$ cat src/rtl/alu_seq_32.sv
// Sequential 32-bit ALU: single-edge logic/arithmetic ops and a WIDTH-cycle
// shift-add multiplier, with a registered result, overflow and done pulse.
module alu_seq_32 #(
  parameter int WIDTH = 32
) (
  input  logic             clk,
  input  logic             rst_n,
  input  logic             start,
  input  logic [2:0]       op,
  input  logic [WIDTH-1:0] A,
  input  logic [WIDTH-1:0] B,
  output logic [WIDTH-1:0] R,
  output logic             busy,
  output logic             done,
  output logic             ovf,
  output logic             zero
);

  localparam int CW = $clog2(WIDTH);
  localparam logic [CW-1:0] CNT_LAST = CW'(WIDTH - 1);
  localparam logic [CW-1:0] CNT_ONE  = {{(CW-1){1'b0}}, 1'b1};

  typedef enum logic [1:0] {
    IDLE = 2'd0,
    EXEC = 2'd1,
    MUL  = 2'd2
  } state_t;

  state_t           state_r;
  logic [2:0]       op_r;
  logic [WIDTH-1:0] a_r;
  logic [WIDTH-1:0] b_r;
  logic [WIDTH-1:0] acc_r;
  logic [CW-1:0]    cnt_r;
  logic [WIDTH-1:0] r_r;
  logic             ovf_r;
  logic             done_r;
  logic             busy_r;

  logic [WIDTH-1:0] sum_s;
  logic [WIDTH-1:0] diff_s;
  logic [WIDTH-1:0] alu_res_s;
  logic             alu_ovf_s;
  logic             slt_s;
  logic [WIDTH-1:0] mul_next_s;

  // Signed overflow: operands (B already sign-adjusted for SUB) agree but result sign flips.
  function automatic logic signed_ovf(input logic sa, input logic sb_eff, input logic sr);
    signed_ovf = (sa == sb_eff) && (sr != sa);
  endfunction

  // Single-edge ALU result and the next shift-add partial product.
  always_comb begin
    sum_s      = a_r + b_r;
    diff_s     = a_r - b_r;
    alu_ovf_s  = 1'b0;
    // Differing signs decide SLT directly, so an overflowing difference cannot mislead it.
    if (a_r[WIDTH-1] != b_r[WIDTH-1]) begin
      slt_s = a_r[WIDTH-1];
    end else begin
      slt_s = diff_s[WIDTH-1];
    end
    case (op_r)
      3'b000: alu_res_s = a_r & b_r;
      3'b001: alu_res_s = a_r | b_r;
      3'b010: begin
        alu_res_s = sum_s;
        alu_ovf_s = signed_ovf(a_r[WIDTH-1], b_r[WIDTH-1], sum_s[WIDTH-1]);
      end
      3'b011: begin
        alu_res_s = diff_s;
        alu_ovf_s = signed_ovf(a_r[WIDTH-1], ~b_r[WIDTH-1], diff_s[WIDTH-1]);
      end
      3'b100: alu_res_s = a_r ^ b_r;
      3'b101: alu_res_s = ~(a_r | b_r);
      3'b110: alu_res_s = {{(WIDTH-1){1'b0}}, slt_s};
      default: alu_res_s = {WIDTH{1'b0}};
    endcase
    if (b_r[0]) begin
      mul_next_s = acc_r + a_r;
    end else begin
      mul_next_s = acc_r;
    end
  end

  // Control FSM, operand capture, multiplier iteration and registered outputs.
  always_ff @(posedge clk or negedge rst_n) begin
    if (!rst_n) begin
      state_r <= IDLE;
      op_r    <= 3'b000;
      a_r     <= {WIDTH{1'b0}};
      b_r     <= {WIDTH{1'b0}};
      acc_r   <= {WIDTH{1'b0}};
      cnt_r   <= {CW{1'b0}};
      r_r     <= {WIDTH{1'b0}};
      ovf_r   <= 1'b0;
      done_r  <= 1'b0;
      busy_r  <= 1'b0;
    end else begin
      done_r <= 1'b0;
      case (state_r)
        IDLE: begin
          if (start) begin
            op_r    <= op;
            a_r     <= A;
            b_r     <= B;
            acc_r   <= {WIDTH{1'b0}};
            cnt_r   <= {CW{1'b0}};
            busy_r  <= 1'b1;
            state_r <= (op == 3'b111) ? MUL : EXEC;
          end
        end
        EXEC: begin
          r_r     <= alu_res_s;
          ovf_r   <= alu_ovf_s;
          done_r  <= 1'b1;
          busy_r  <= 1'b0;
          state_r <= IDLE;
        end
        MUL: begin
          acc_r <= mul_next_s;
          a_r   <= {a_r[WIDTH-2:0], 1'b0};
          b_r   <= {1'b0, b_r[WIDTH-1:1]};
          cnt_r <= cnt_r + CNT_ONE;
          if (cnt_r == CNT_LAST) begin
            r_r     <= mul_next_s;
            ovf_r   <= 1'b0;
            done_r  <= 1'b1;
            busy_r  <= 1'b0;
            state_r <= IDLE;
          end
        end
        default: begin
          busy_r  <= 1'b0;
          state_r <= IDLE;
        end
      endcase
    end
  end

  assign R    = r_r;
  assign ovf  = ovf_r;
  assign done = done_r;
  assign busy = busy_r;
  assign zero = (r_r == {WIDTH{1'b0}});

endmodule

$ cat config.mk
export PLATFORM = sky130hd
export DESIGN_NAME = alu_seq_32
export DESIGN_NICKNAME = d
export VERILOG_FILES = /design/src/rtl/alu_seq_32.sv
export SDC_FILE = /design/constraint.sdc
export NUM_CORES = 1
export LEC_CHECK = 0
export BUFFER_PORTS_ARGS = -buffer_cell sky130_fd_sc_hd__buf_4
export CAP_MARGIN = 40
export CELL_PAD_IN_SITES_DETAIL_PLACEMENT = 0
export CELL_PAD_IN_SITES_GLOBAL_PLACEMENT = 1
export CORE_MARGIN = 1.5
export CORE_UTILIZATION = 50
export DETAILED_ROUTE_END_ITERATION = 7
export PLACE_DENSITY = 0.95
export SETUP_SLACK_MARGIN = 0.1
export SLEW_MARGIN = 20
export SYNTH_ARGS = -nofsm -noshare
export SYNTH_HDL_FRONTEND = slang
export SYNTH_SLANG_ARGS = --single-unit
$ cat constraint.sdc
create_clock -name clk -period 9.76 [get_ports clk]
set_input_delay 0.976 -clock clk [delete_from_list [all_inputs] [get_ports clk]]
set_output_delay 0.976 -clock clk [all_outputs]
set_load 0.05 [all_outputs]
==> impl_results.md, run 1 <==
- Outcome: finished clean
- Vias in the first global route: 12000
- Vias: 12800
- Die footprint: 0.0280 mm2
- Io pins: 106
- Net Count, Synth: 1890
- Yosys cell types: 89
- Post-layout min period: 4.84 ns
- CP delay by family, top: compound AO/OA/AOI/OAI gates
- Pwr per Cell Area: 393 mW/mm2
- Ant diodes: 0
- Post-synth top area cell: dfrtp_1
- CTS clk-pin slew, worst paths: 0.07 ns
- Post-Synth Adder-Cell Area: 13.4%
- CTS tree: done
- First-pass DRT Iterations: 6
- Fin crit share: 49.6%
- Clock Tree Root: clkbuf_16
- Min setup slack post-route: 4.92 ns
- Commonest cells after routing, fill and taps aside: 201 x nand2_1, 147 x o21ai_0, 139 x dfrtp_1
- Syn Inst Count: 1677
- GR met3 Demand/Resource: 3.29%
- Startpoint class of the critical path: flop
- Mapped Area: 0.0135 mm2
- Worst-Margin Slew: 0.828 ns
- Post-Route WL: 42500 um
- Post-route ant nets: 0
- CP bufs+invs: 1
- GRT busiest layer: met2
- Critical Path Max Stage Delay: 0.56 ns
- Met1 usage: 44.8%
- Maximum clock insertion buffer count: 2
- Max IR drop VDD: 0.161 mV
- Crit path max fanout: 8
- Routed len/inst: 20.5 um
- Share of layout cells above drive strength 1: 12.1%
- H-tree depth reported by CTS: 4
- Global-route wire length before repair: 67000 um
- Slew Viols, Final: 0
- Setup violators final: 0
- Mapped Avg Cell Area: 8.07 um2
- Worst-Skew Late Latency: 0.44 ns
- Arrival @ worst endpoint: 5.19 ns
- DRT iter0 DRCs: 1361
- XOR/XNOR share of the synthesized area: 5.31%
- Top cells by area, synth: dfrtp_1 26%, ha_1 13%, mux2i_1 7.9%
- Fmax achieved: 207 MHz
- Asr flop ratio synth: 100%
- Compound-gate portion of the synthesized area: 25.1%
- Setup TNS: 0 ns
- Final hold viol count: 0
- Hold Buf Count CTS: 0
- Sequential area share after synthesis: 26.1%
- Initial Utilization: 50.6%
- Number of port buffers: 105
- Max Cap Violations: 0
- Worst Path Required: 10.10 ns
- CP max stage cell: or4b_4
- Final Wtd Congestion: 0.955
- GRT overflow: 0
- Main flop type after synthesis: dfrtp_1
- DRC: 0
- Number of flops mapped to enable cells by yosys: 0
- Placed insts: 2041
- CTS sink cnt: 141
- # rows: 60
- Leakage: 6.86 nW
- Commonest non-fill, non-tap cell in the layout: nand2_1
- Setup CP Type: flop to flop
- Die Height: 167 um
- Area Growth Syn to Fin: 12.5%
- Cell mode on critical path: o22ai_1
- Simple-gate portion of the synthesized area: 15.0%
- Top cell type's share of synthesized area: 26.1%
- Post-detail-place hpwl: 31600 um
- Yosys warns: 0
- Crit-path cells: inv_1 > ha_1 > or2_1 > a221oi_1 > or4b_4 > a21oi_2 > o22ai_1 > a2111o_1 > a31oi_4 > o31ai_1 > a21o_1 > a21oi_2 > fa_1 > o22ai_1 > a22oi_1 > o21ai_0 > a21oi_1 > o22ai_1
- RSZ-0062 raised after global routing: false
- Post-route clock skew: 0.0145 ns
- Met2 Usage GRT: 46.7%
- Main combinational cell family by area after synthesis: compound AO/OA/AOI/OAI gates
- Die W: 167 um
- Largest net degree at the start of global routing: 79
- Final #Nets: 1934
- Post-CTS Setup Repair Bufs: 0
- DR vias/cell: 6.16
- Core box area: 0.0267 mm2
- Non-Filler Instances: 2075
- Worst slew margin: 44.8%
- Dpl ws: 5.06 ns
- Post_cts resized: 0
- Synth Register Bits: 141
- CTS buffer count: 17
- Global router's overall resource usage: 30.3%
- Mux contribution to synthesized area: 9.17%
- Initial antenna violation count: 0
- Worst Hold Class: flop to flop
- CP endpoint kind: flop
[stage by stage]
step	total power, mW	area (um2)	utilization [%]	hold WS, ns
after floorplan	4.11	13500	-	0.445
after global placement	5.11	14500	54.3	0.459
after detailed placement	5.19	14600	54.5	0.467
after CTS	5.90	15200	56.8	0.482
after global routing	6.42	15200	56.9	0.517
final	5.98	15200	56.9	0.480
[sequential cells by signal (all words and copies together), names as in the netlist]
signal,cells
R,32
a_r,32
acc_r,32
b_r,32
cnt_r,5
op_r,3
state_r,2
busy,1
done,1
ovf,1
[path summary, 6_finish.rpt]
check                      cells after the start      from  slack, ns        to
min in group asynchronous                      1     rst_n       0.57    b_r[8]
hold reg to reg                                2  cnt_r[4]       0.48  cnt_r[4]
hold / removal                                 2  cnt_r[4]       0.48  cnt_r[4]
max in group asynchronous                      3     rst_n       8.01     R[28]
setup reg to reg                              18    a_r[1]       4.92     R[31]
setup / recovery                              18    a_r[1]       4.92     R[31]
[cells in the mapped netlist, types with 19 or more instances]
master    number
a21o_1        33
a21oi_1      113
a31oi_1       32
buf_1         19
clkbuf_1      73
dfrtp_1      141
ha_1         139
inv_1        106
mux2i_1      107
nand2_1      201
nand3_1       24
nor2_1       123
nor3_1        20
o21ai_0      148
xnor2_1       74
[worst register-to-register path, stage by stage, from the launching register on]
cell and delay (ns):
dfrtp_1 0.52, inv_1 0.14, ha_1 0.34, or2_1 0.17, a221oi_1 0.14, or4b_4 0.56, a21oi_2 0.29, o22ai_1 0.19
a2111o_1 0.47, a31oi_4 0.23, o31ai_1 0.09, a21o_1 0.20, a21oi_2 0.21, fa_1 0.48, o22ai_1 0.19, a22oi_1 0.10
o21ai_0 0.19, a21oi_1 0.07, o22ai_1 0.18
[report_power, final]
part | total [mW] | internal, mW | leakage [nW] | switching (mW)
combinational | 4.12 | 1.56 | 4.80 | 2.56
clock | 0.692 | 0.386 | 0.290 | 0.306
sequential | 1.17 | 0.800 | 1.77 | 0.373
[layer usage]
metal	up-vias	wire length [um]	part of all wire (%)
li1	6053	-	-
met1	6144	19600	46
met2	523	18600	44
met3	52	3340	7.9
met4	0	925	2.2
met5	-	0	0
[cell type report]
cell class                 count  area [um2]
clock inverter                15         176
clock buffer                  17         425
sequential                   141        3530
fill                        2434       11500
timing repair buffer         126        1010
tap                          341         427
multi-input combinational   1326        9240
inverter                     109         409
[kinds of logic (layout without fill, tap and decap cells)]
group	count (synthesis)	after routing
AOI/OAI and AO/OA	524	524
and+or+nand+nor	455	455
buffers and inverters	210	267
adders and majority gates	143	143
DFF	141	141
muxes	122	122
xor gates and xnor gates	82	82
(Power assumes the default switching activity.)
==> inputs of run 2 (changes only) <==
CORE_UTILIZATION = 47   (was 50)
PLACE_DENSITY = 0.91   (was 0.95)
clock period = 4.5 ns   (was 9.76 ns; I/O delays follow)
==> run 2 against run 1 <==
  * Cell area up 1.7%
  * Clock power grew 110%
  * Die area grew 6.3%
  * Critical endpoint unchanged
==> impl_results.md, run 2 (synthesis results as in run 1) <==
- Outcome: finished clean (unchanged)
- Placed insts: 2106 (was 2041)
- Area Growth Syn to Fin: 14.4% (was 12.5%)
- Setup TNS: 0 ns (unchanged)
- Fmax achieved: 237 MHz (was 207 MHz)
- Arrival @ worst endpoint: 4.58 ns (was 5.19 ns)
- Placed cell area: 0.0148 mm2 (was 0.0146 mm2)
- Critical Path Max Stage Delay: 0.55 ns (was 0.56 ns)
- Final core occ: 55.1% (was 56.9%)
- Die footprint: 0.0298 mm2 (was 0.0280 mm2)
- Global-route wire length before repair: 68800 um (was 67000 um)
- Finished Cell Area: 0.0155 mm2 (was 0.0152 mm2)
- Post-route ant nets: 0 (unchanged)
- Post-detail-place hpwl: 33100 um (was 31600 um)
- Leakage: 6.98 nW (was 6.86 nW)
- Number of port buffers: 105 (unchanged)
- Global router's overall resource usage: 29.2% (was 30.3%)
- Initial antenna violation count: 0 (unchanged)
- # rows: 61 (was 60)
- Total Power: 13.4 mW (was 5.98 mW)
- DR vias/cell: 6.06 (was 6.16)
- Commonest non-fill, non-tap cell in the layout: nand2_1 (unchanged)
- CP max stage cell: or4b_4 (unchanged)
- Final Wtd Congestion: 0.975 (was 0.955)
- CTS tree: done (unchanged)
- Die Height: 173 um (was 167 um)
- CP endpoint kind: flop (unchanged)
- GRT busiest layer: met2 (unchanged)
- Die W: 173 um (was 167 um)
- Crit Reg-Reg Endpoint: R[31] (unchanged)
- Met1 usage: 43.3% (was 44.8%)
- Fillers: 2626 (was 2434)
- Worst Hold Class: primary input to asynchronous set/reset pin (was flop to flop)
- Io pins: 106 (unchanged)
- CTS sink cnt: 141 (unchanged)
- Routed len/inst: 20.6 um (was 20.5 um)
- Share of layout cells above drive strength 1: 14.1% (was 12.1%)
- Maximum clock insertion buffer count: 2 (unchanged)
- Register-to-Register Setup Slack: 0.29 ns (was 4.92 ns)
- Final #Nets: 1962 (was 1934)
- Crit-path cells: inv_2 > ha_4 > or2_1 > a221oi_2 > or4b_4 > a21oi_4 > o22ai_2 > a2111o_1 > a31oi_4 > o31ai_1 > a21o_1 > a21oi_4 > fa_1 > o22ai_1 > a22oi_1 > o21ai_1 > a21oi_1 > o22ai_1 (was inv_1 > ha_1 > or2_1 > a221oi_1 > or4b_4 > a21oi_2 > o22ai_1 > a2111o_1 > a31oi_4 > o31ai_1 > a21o_1 > a21oi_2 > fa_1 > o22ai_1 > a22oi_1 > o21ai_0 > a21oi_1 > o22ai_1)
- Vias: 13000 (was 12800)
- GRT overflow: 0 (unchanged)
- First-pass DRT Iterations: 6 (unchanged)
- DRT iter0 DRCs: 1274 (was 1361)
- Pwr per Cell Area: 863 mW/mm2 (was 393 mW/mm2)
- Setup violators final: 0 (unchanged)
- Post-route clock skew: 0.0137 ns (was 0.0145 ns)
- CTS clk-pin slew, worst paths: 0.07 ns (about the same)
- Post-layout min period: 4.21 ns (was 4.84 ns)
- DRC: 0 (unchanged)
- Worst slew margin: 47.2% (was 44.8%)
- RSZ-0062 raised after global routing: false (unchanged)
- Max Cap Violations: 0 (unchanged)
- Max IR drop VDD: 0.293 mV (was 0.161 mV)
- Core box area: 0.0281 mm2 (was 0.0267 mm2)
- Met2 Usage GRT: 43.4% (was 46.7%)
- Slew Viols, Final: 0 (unchanged)
- Final hold viol count: 0 (unchanged)
- Setup CP Type: flop to flop (unchanged)
- Worst Path Required: 4.86 ns (was 10.10 ns)
- Worst-Skew Late Latency: 0.44 ns (about the same)
- Post-Route WL: 44000 um (was 42500 um)
- Crit path max fanout: 4 (was 8)
- GR met3 Demand/Resource: 4.57% (was 3.29%)
- Vias in the first global route: 12100 (was 12000)
- CTS buffer count: 17 (unchanged)
- Worst r2r src: b_r[1] (was a_r[1])
- Largest net degree at the start of global routing: 77 (was 79)
- Worst-Margin Slew: 0.772 ns (was 0.828 ns)
- Fin crit share: 93.6% (was 49.6%)
- H-tree depth reported by CTS: 4 (unchanged)
- Ant diodes: 0 (unchanged)
- Initial Utilization: 48.2% (was 50.6%)
- Non-Filler Instances: 2140 (was 2075)
- Clock Tree Root: clkbuf_16 (unchanged)
- Commonest cells after routing, fill and taps aside: 201 x nand2_1, 151 x buf_4, 146 x o21ai_0 (was 201 x nand2_1, 147 x o21ai_0, 139 x dfrtp_1)
- FF-to-FF path depth: 18 (unchanged)
- Startpoint class of the critical path: flop (unchanged)
==> run 2: changes by cell type in the layout (fill, tap and decap cells not counted), sizes merged <==
| cell | change |
|---|---|
| clkinv | +1 |
| buf | +28 |
| bufinv | -1 |
==> run 2: worst max path at each step <==
stage	startpoint	to	cells after the start
after global placement	b_r[6]	R[31]	18
after CTS	b_r[6]	R[31]	18
after detailed placement	b_r[6]	R[31]	18
final	b_r[1]	R[31]	18
after floorplan	a_r[1]	R[31]	18
after global routing	b_r[1]	R[31]	18
==> run 2: final cells by class <==
class / count / area, um2 / area share, %
multi-input combinational: 1326 / 9320 / 60.2
sequential: 141 / 3540 / 22.8
timing repair buffer: 154 / 1170 / 7.56
tap: 378 / 473 / 3.06
clock buffer: 17 / 425 / 2.75
inverter: 109 / 409 / 2.64
clock inverter: 15 / 150 / 0.970
==> run 2: power breakdown <==
part,switching [mW],internal [mW]
clock network,0.662,0.780
registers,0.721,1.74
logic,5.82,3.63
==> run 2: through the flow <==
step	setup WS, ns	hold WS (ns)
floorplan	0.489	0.154
global placement	0.204	0.458
detailed placement	0.134	0.475
CTS	0.138	0.0662
global route	0.123	0.0723
finish	0.287	0.0132
==> run 2: repair_timing <==
item | 4_1_cts | 5_1_grt
endpoints found under the setup margin | 0 | 2
buffers inserted | 0 | 2
resized for setup | 0 | 16
hold buffers | 0 | 0
==> run 2: critical path, delay by kind of cell (launching register included) <==
family / cells / cell delay (ns)
DFF: 1 / 0.41
adders and majority gates: 2 / 0.78
AOI/OAI and AO/OA: 13 / 2.14
and+or+nand+nor: 2 / 0.69
buffers and inverters: 1 / 0.10
==> run 2: per-layer routing <==
layer / vias up / wire, um
li1: 6116 / -
met1: 6228 / 21000
met2: 545 / 18600
met3: 70 / 3280
met4: 0 / 1100
met5: - / 0
==> inputs of run 3 (changes only) <==
CORE_UTILIZATION = 42   (was 47)
PLACE_DENSITY = 0.86   (was 0.91)
clock period = 3.7 ns   (was 4.5 ns; I/O delays follow)
==> run 3 against run 2 <==
  * The run now ends with negative setup slack left
  * Global-route usage decreased by 1.5 points
  * Non-clock buffer count rose by 114
  * Hold slack improved by 0.19 ns
  * Routed wire length up 4.4%
  * Cell area increased by 7.2%
  * Largest cell class unchanged
  * First-iteration DRC count is 3.1% lower
  * Die area grew 12%
  * Critical path depth fell by 1
  * Count of clock-buffer cells in the layout grew 2
  * Cell count increased by 6.4%
  * Clock power grew 28%
==> impl_results.md, run 3 (synthesis results as in run 1) <==
- Core box area: 0.0316 mm2 (was 0.0281 mm2)
- Post-route clock skew: 0.0126 ns (was 0.0137 ns)
- CP bufs+invs: 1 (unchanged)
- Net Sw Frac: 51.6% (was 53.9%)
- CP delay by family, top: compound AO/OA/AOI/OAI gates (unchanged)
- Die W: 182 um (was 173 um)
- Fin crit share: 109% (was 93.6%)
- Global-route wire length before repair: 70800 um (was 68800 um)
- Comb power frac: 73.6% (was 70.8%)
- Clock Tree Root: clkbuf_16 (unchanged)
- Power Internal: 8.62 mW (was 6.15 mW)
- Fmax achieved: 247 MHz (was 237 MHz)
- Setup violators final: 2 (was 0)
- Initial Utilization: 42.8% (was 48.2%)
- Post-detail-place hpwl: 35000 um (was 33100 um)
- Post-layout min period: 4.05 ns (was 4.21 ns)
- Failing checks: negative setup slack
- H-tree depth reported by CTS: 4 (unchanged)
- Ant diodes: 0 (unchanged)
- Crit-path cells: inv_2 > ha_4 > or2_4 > a221oi_4 > or4b_4 > a21oi_4 > o22ai_2 > a2111o_1 > a31oi_4 > o31ai_2 > a21o_1 > a21oi_2 > fa_1 > xnor2_1 > nand3_1 > o31a_1 > o31ai_2 (was inv_2 > ha_4 > or2_1 > a221oi_2 > or4b_4 > a21oi_4 > o22ai_2 > a2111o_1 > a31oi_4 > o31ai_1 > a21o_1 > a21oi_4 > fa_1 > o22ai_1 > a22oi_1 > o21ai_1 > a21oi_1 > o22ai_1)
- Non-Filler Instances: 2278 (was 2140)
- Outcome: finished, violations left (was finished clean)
- Fillers: 2951 (was 2626)
- Die footprint: 0.0333 mm2 (was 0.0298 mm2)
- CP endpoint kind: flop (unchanged)
- Global router's overall resource usage: 27.7% (was 29.2%)
- Cell mode on critical path: o31ai_2
- Crit path max fanout: 4 (unchanged)
- Finished Cell Area: 0.0166 mm2 (was 0.0155 mm2)
- CTS buffer count: 17 (unchanged)
- DRT iter0 DRCs: 1234 (was 1274)
- Post-route ant nets: 0 (unchanged)
- Final hold viol count: 0 (unchanged)
- Maximum clock insertion buffer count: 2 (unchanged)
- Share of layout cells above drive strength 1: 20.0% (was 14.1%)
- Leakage: 7.61 nW (was 6.98 nW)
- Routed len/inst: 20.2 um (was 20.6 um)
- CTS clk-pin slew, worst paths: 0.07 ns (about the same)
- Final core occ: 52.4% (was 55.1%)
- Post-Route WL: 45900 um (was 44000 um)
- Psw: 9.20 mW (was 7.20 mW)
- # rows: 65 (was 61)
- Critical Path Max Stage Delay: 0.54 ns (was 0.55 ns)
- Setup CP Type: flop to flop (unchanged)
- Register-to-Register Setup Slack: -0.35 ns (was 0.29 ns)
- Placed insts: 2241 (was 2106)
- Io pins: 106 (unchanged)
- Seq. cell area: 0.00353 mm2 (was 0.00354 mm2)
- Largest net degree at the start of global routing: 88 (was 77)
- First-pass DRT Iterations: 5 (was 6)
- Arrival @ worst endpoint: 4.40 ns (was 4.58 ns)
- Final Wtd Congestion: 0.959 (was 0.975)
- Vias in the first global route: 12500 (was 12100)
- RSZ-0062 raised after global routing: true (was false)
- CP max stage cell: or4b_4 (unchanged)
- Pwr per Cell Area: 1070 mW/mm2 (was 863 mW/mm2)
- Initial antenna violation count: 0 (unchanged)
- Max Cap Violations: 0 (unchanged)
- Max IR drop VDD: 0.423 mV (was 0.293 mV)
- CTS sink cnt: 141 (unchanged)
- Flop pwr share: 16.0% (was 18.4%)
- Number of port buffers: 105 (unchanged)
- Slew Viols, Final: 0 (unchanged)
- GRT overflow: 0 (unchanged)
- DR vias/cell: 5.76 (was 6.06)
- Worst slew margin: 44.3% (was 47.2%)
- Clock power frac: 10.4% (was 10.8%)
- CTS tree: done (unchanged)
- Worst-Margin Slew: 0.829 ns (was 0.772 ns)
- Commonest non-fill, non-tap cell in the layout: buf_4 (was nand2_1)
- Worst-Skew Late Latency: 0.45 ns (was 0.44 ns)
- Die Height: 182 um (was 173 um)
- Setup TNS: -0.671 ns (was 0 ns)
- Min setup slack post-route: -0.350 ns (was 0.287 ns)
- WHS: 0.200 ns (was 0.0132 ns)
- Startpoint class of the critical path: flop (unchanged)
- Commonest cells after routing, fill and taps aside: 259 x buf_4, 201 x nand2_1, 146 x o21ai_0 (was 201 x nand2_1, 151 x buf_4, 146 x o21ai_0)
- Area of the multi-input gates: 0.00942 mm2 (was 0.00932 mm2)
- Vias: 13100 (was 13000)
- DRC: 0 (unchanged)
- Worst Path Required: 4.05 ns (was 4.86 ns)
- Worst Hold Class: primary input to flop (was primary input to asynchronous set/reset pin)
- Placed cell area: 0.0158 mm2 (was 0.0148 mm2)
- Area Growth Syn to Fin: 22.6% (was 14.4%)
- Final #Nets: 2076 (was 1962)
## run 3: changes by cell type in the layout (fill, tap and decap cells not counted), sizes merged
| cell | delta |
|---|---|
| clkbuf | +2 |
| dlygate4sd3 | +1 |
| inv | -6 |
| buf | +113 |
| clkinvlp | +1 |
| clkinv | +1 |
| bufinv | +2 |
## run 3: cell type report
cell class                 count  share of cell area [%]
sequential                   141                    21.3
clock buffer                  19                    2.67
inverter                     109                    2.47
multi-input combinational   1326                    56.8
tap                          402                    3.03
timing repair buffer         268                    12.8
clock inverter                13                   0.981
## run 3: worst paths after layout
check                         start       end  depth (start not counted)
max                          a_r[1]       ovf                         17
min                           op[0]   op_r[0]                          2
max reg2reg                  a_r[1]       ovf                         17
min reg2reg                cnt_r[4]  cnt_r[4]                          2
max in group asynchronous     rst_n   op_r[2]                          3
min in group asynchronous     rst_n    a_r[5]                          2
## run 3: worst reg2reg max path, delay by kind of cell (launching register included)
family	cells	cell delay (ns)
fa+ha+maj	2	0.75
xor+xnor	1	0.17
simple gates	3	0.75
compound gates	10	1.83
buf+inv	1	0.07
flops	1	0.40
## run 3: repair_timing
action                                  in CTS  in global routing
pin swaps                                    6                  4
setup buffers                                2                  1
endpoints found under the hold margin       30                  0
endpoints found under the setup margin       6                 11
gates resized for setup                      8                 20
hold buffers                                 1                  0
## run 3: power by group through the flow
stage          sequential, mW  clock [mW]  combinational (mW)
6_report                 2.85        1.85                13.1
3_3_place_gp             2.82           0                12.4
5_1_grt                  2.91        1.94                14.2
2_1_floorplan            3.33           0                7.59
4_1_cts                  2.84        1.87                12.7
3_5_place_dp             2.86           0                12.5
## run 3: through the flow
step / worst slack [ns] / power, mW
final: -0.350 / 17.8
after global routing: -0.530 / 19.1
after CTS: -0.264 / 17.4
after detailed placement: -0.447 / 15.4
after global placement: -0.387 / 15.2
after floorplan: -0.182 / 10.9
## run 3: metal layers
layer  up-vias  global-route usage (%)  wire (um)
li1       6338                       -          -
met1      6292                    39.7      21800
met2       431                    41.6      19800
met3        70                    4.97       3040
met4         0                    9.45       1300
met5         -                       0          0
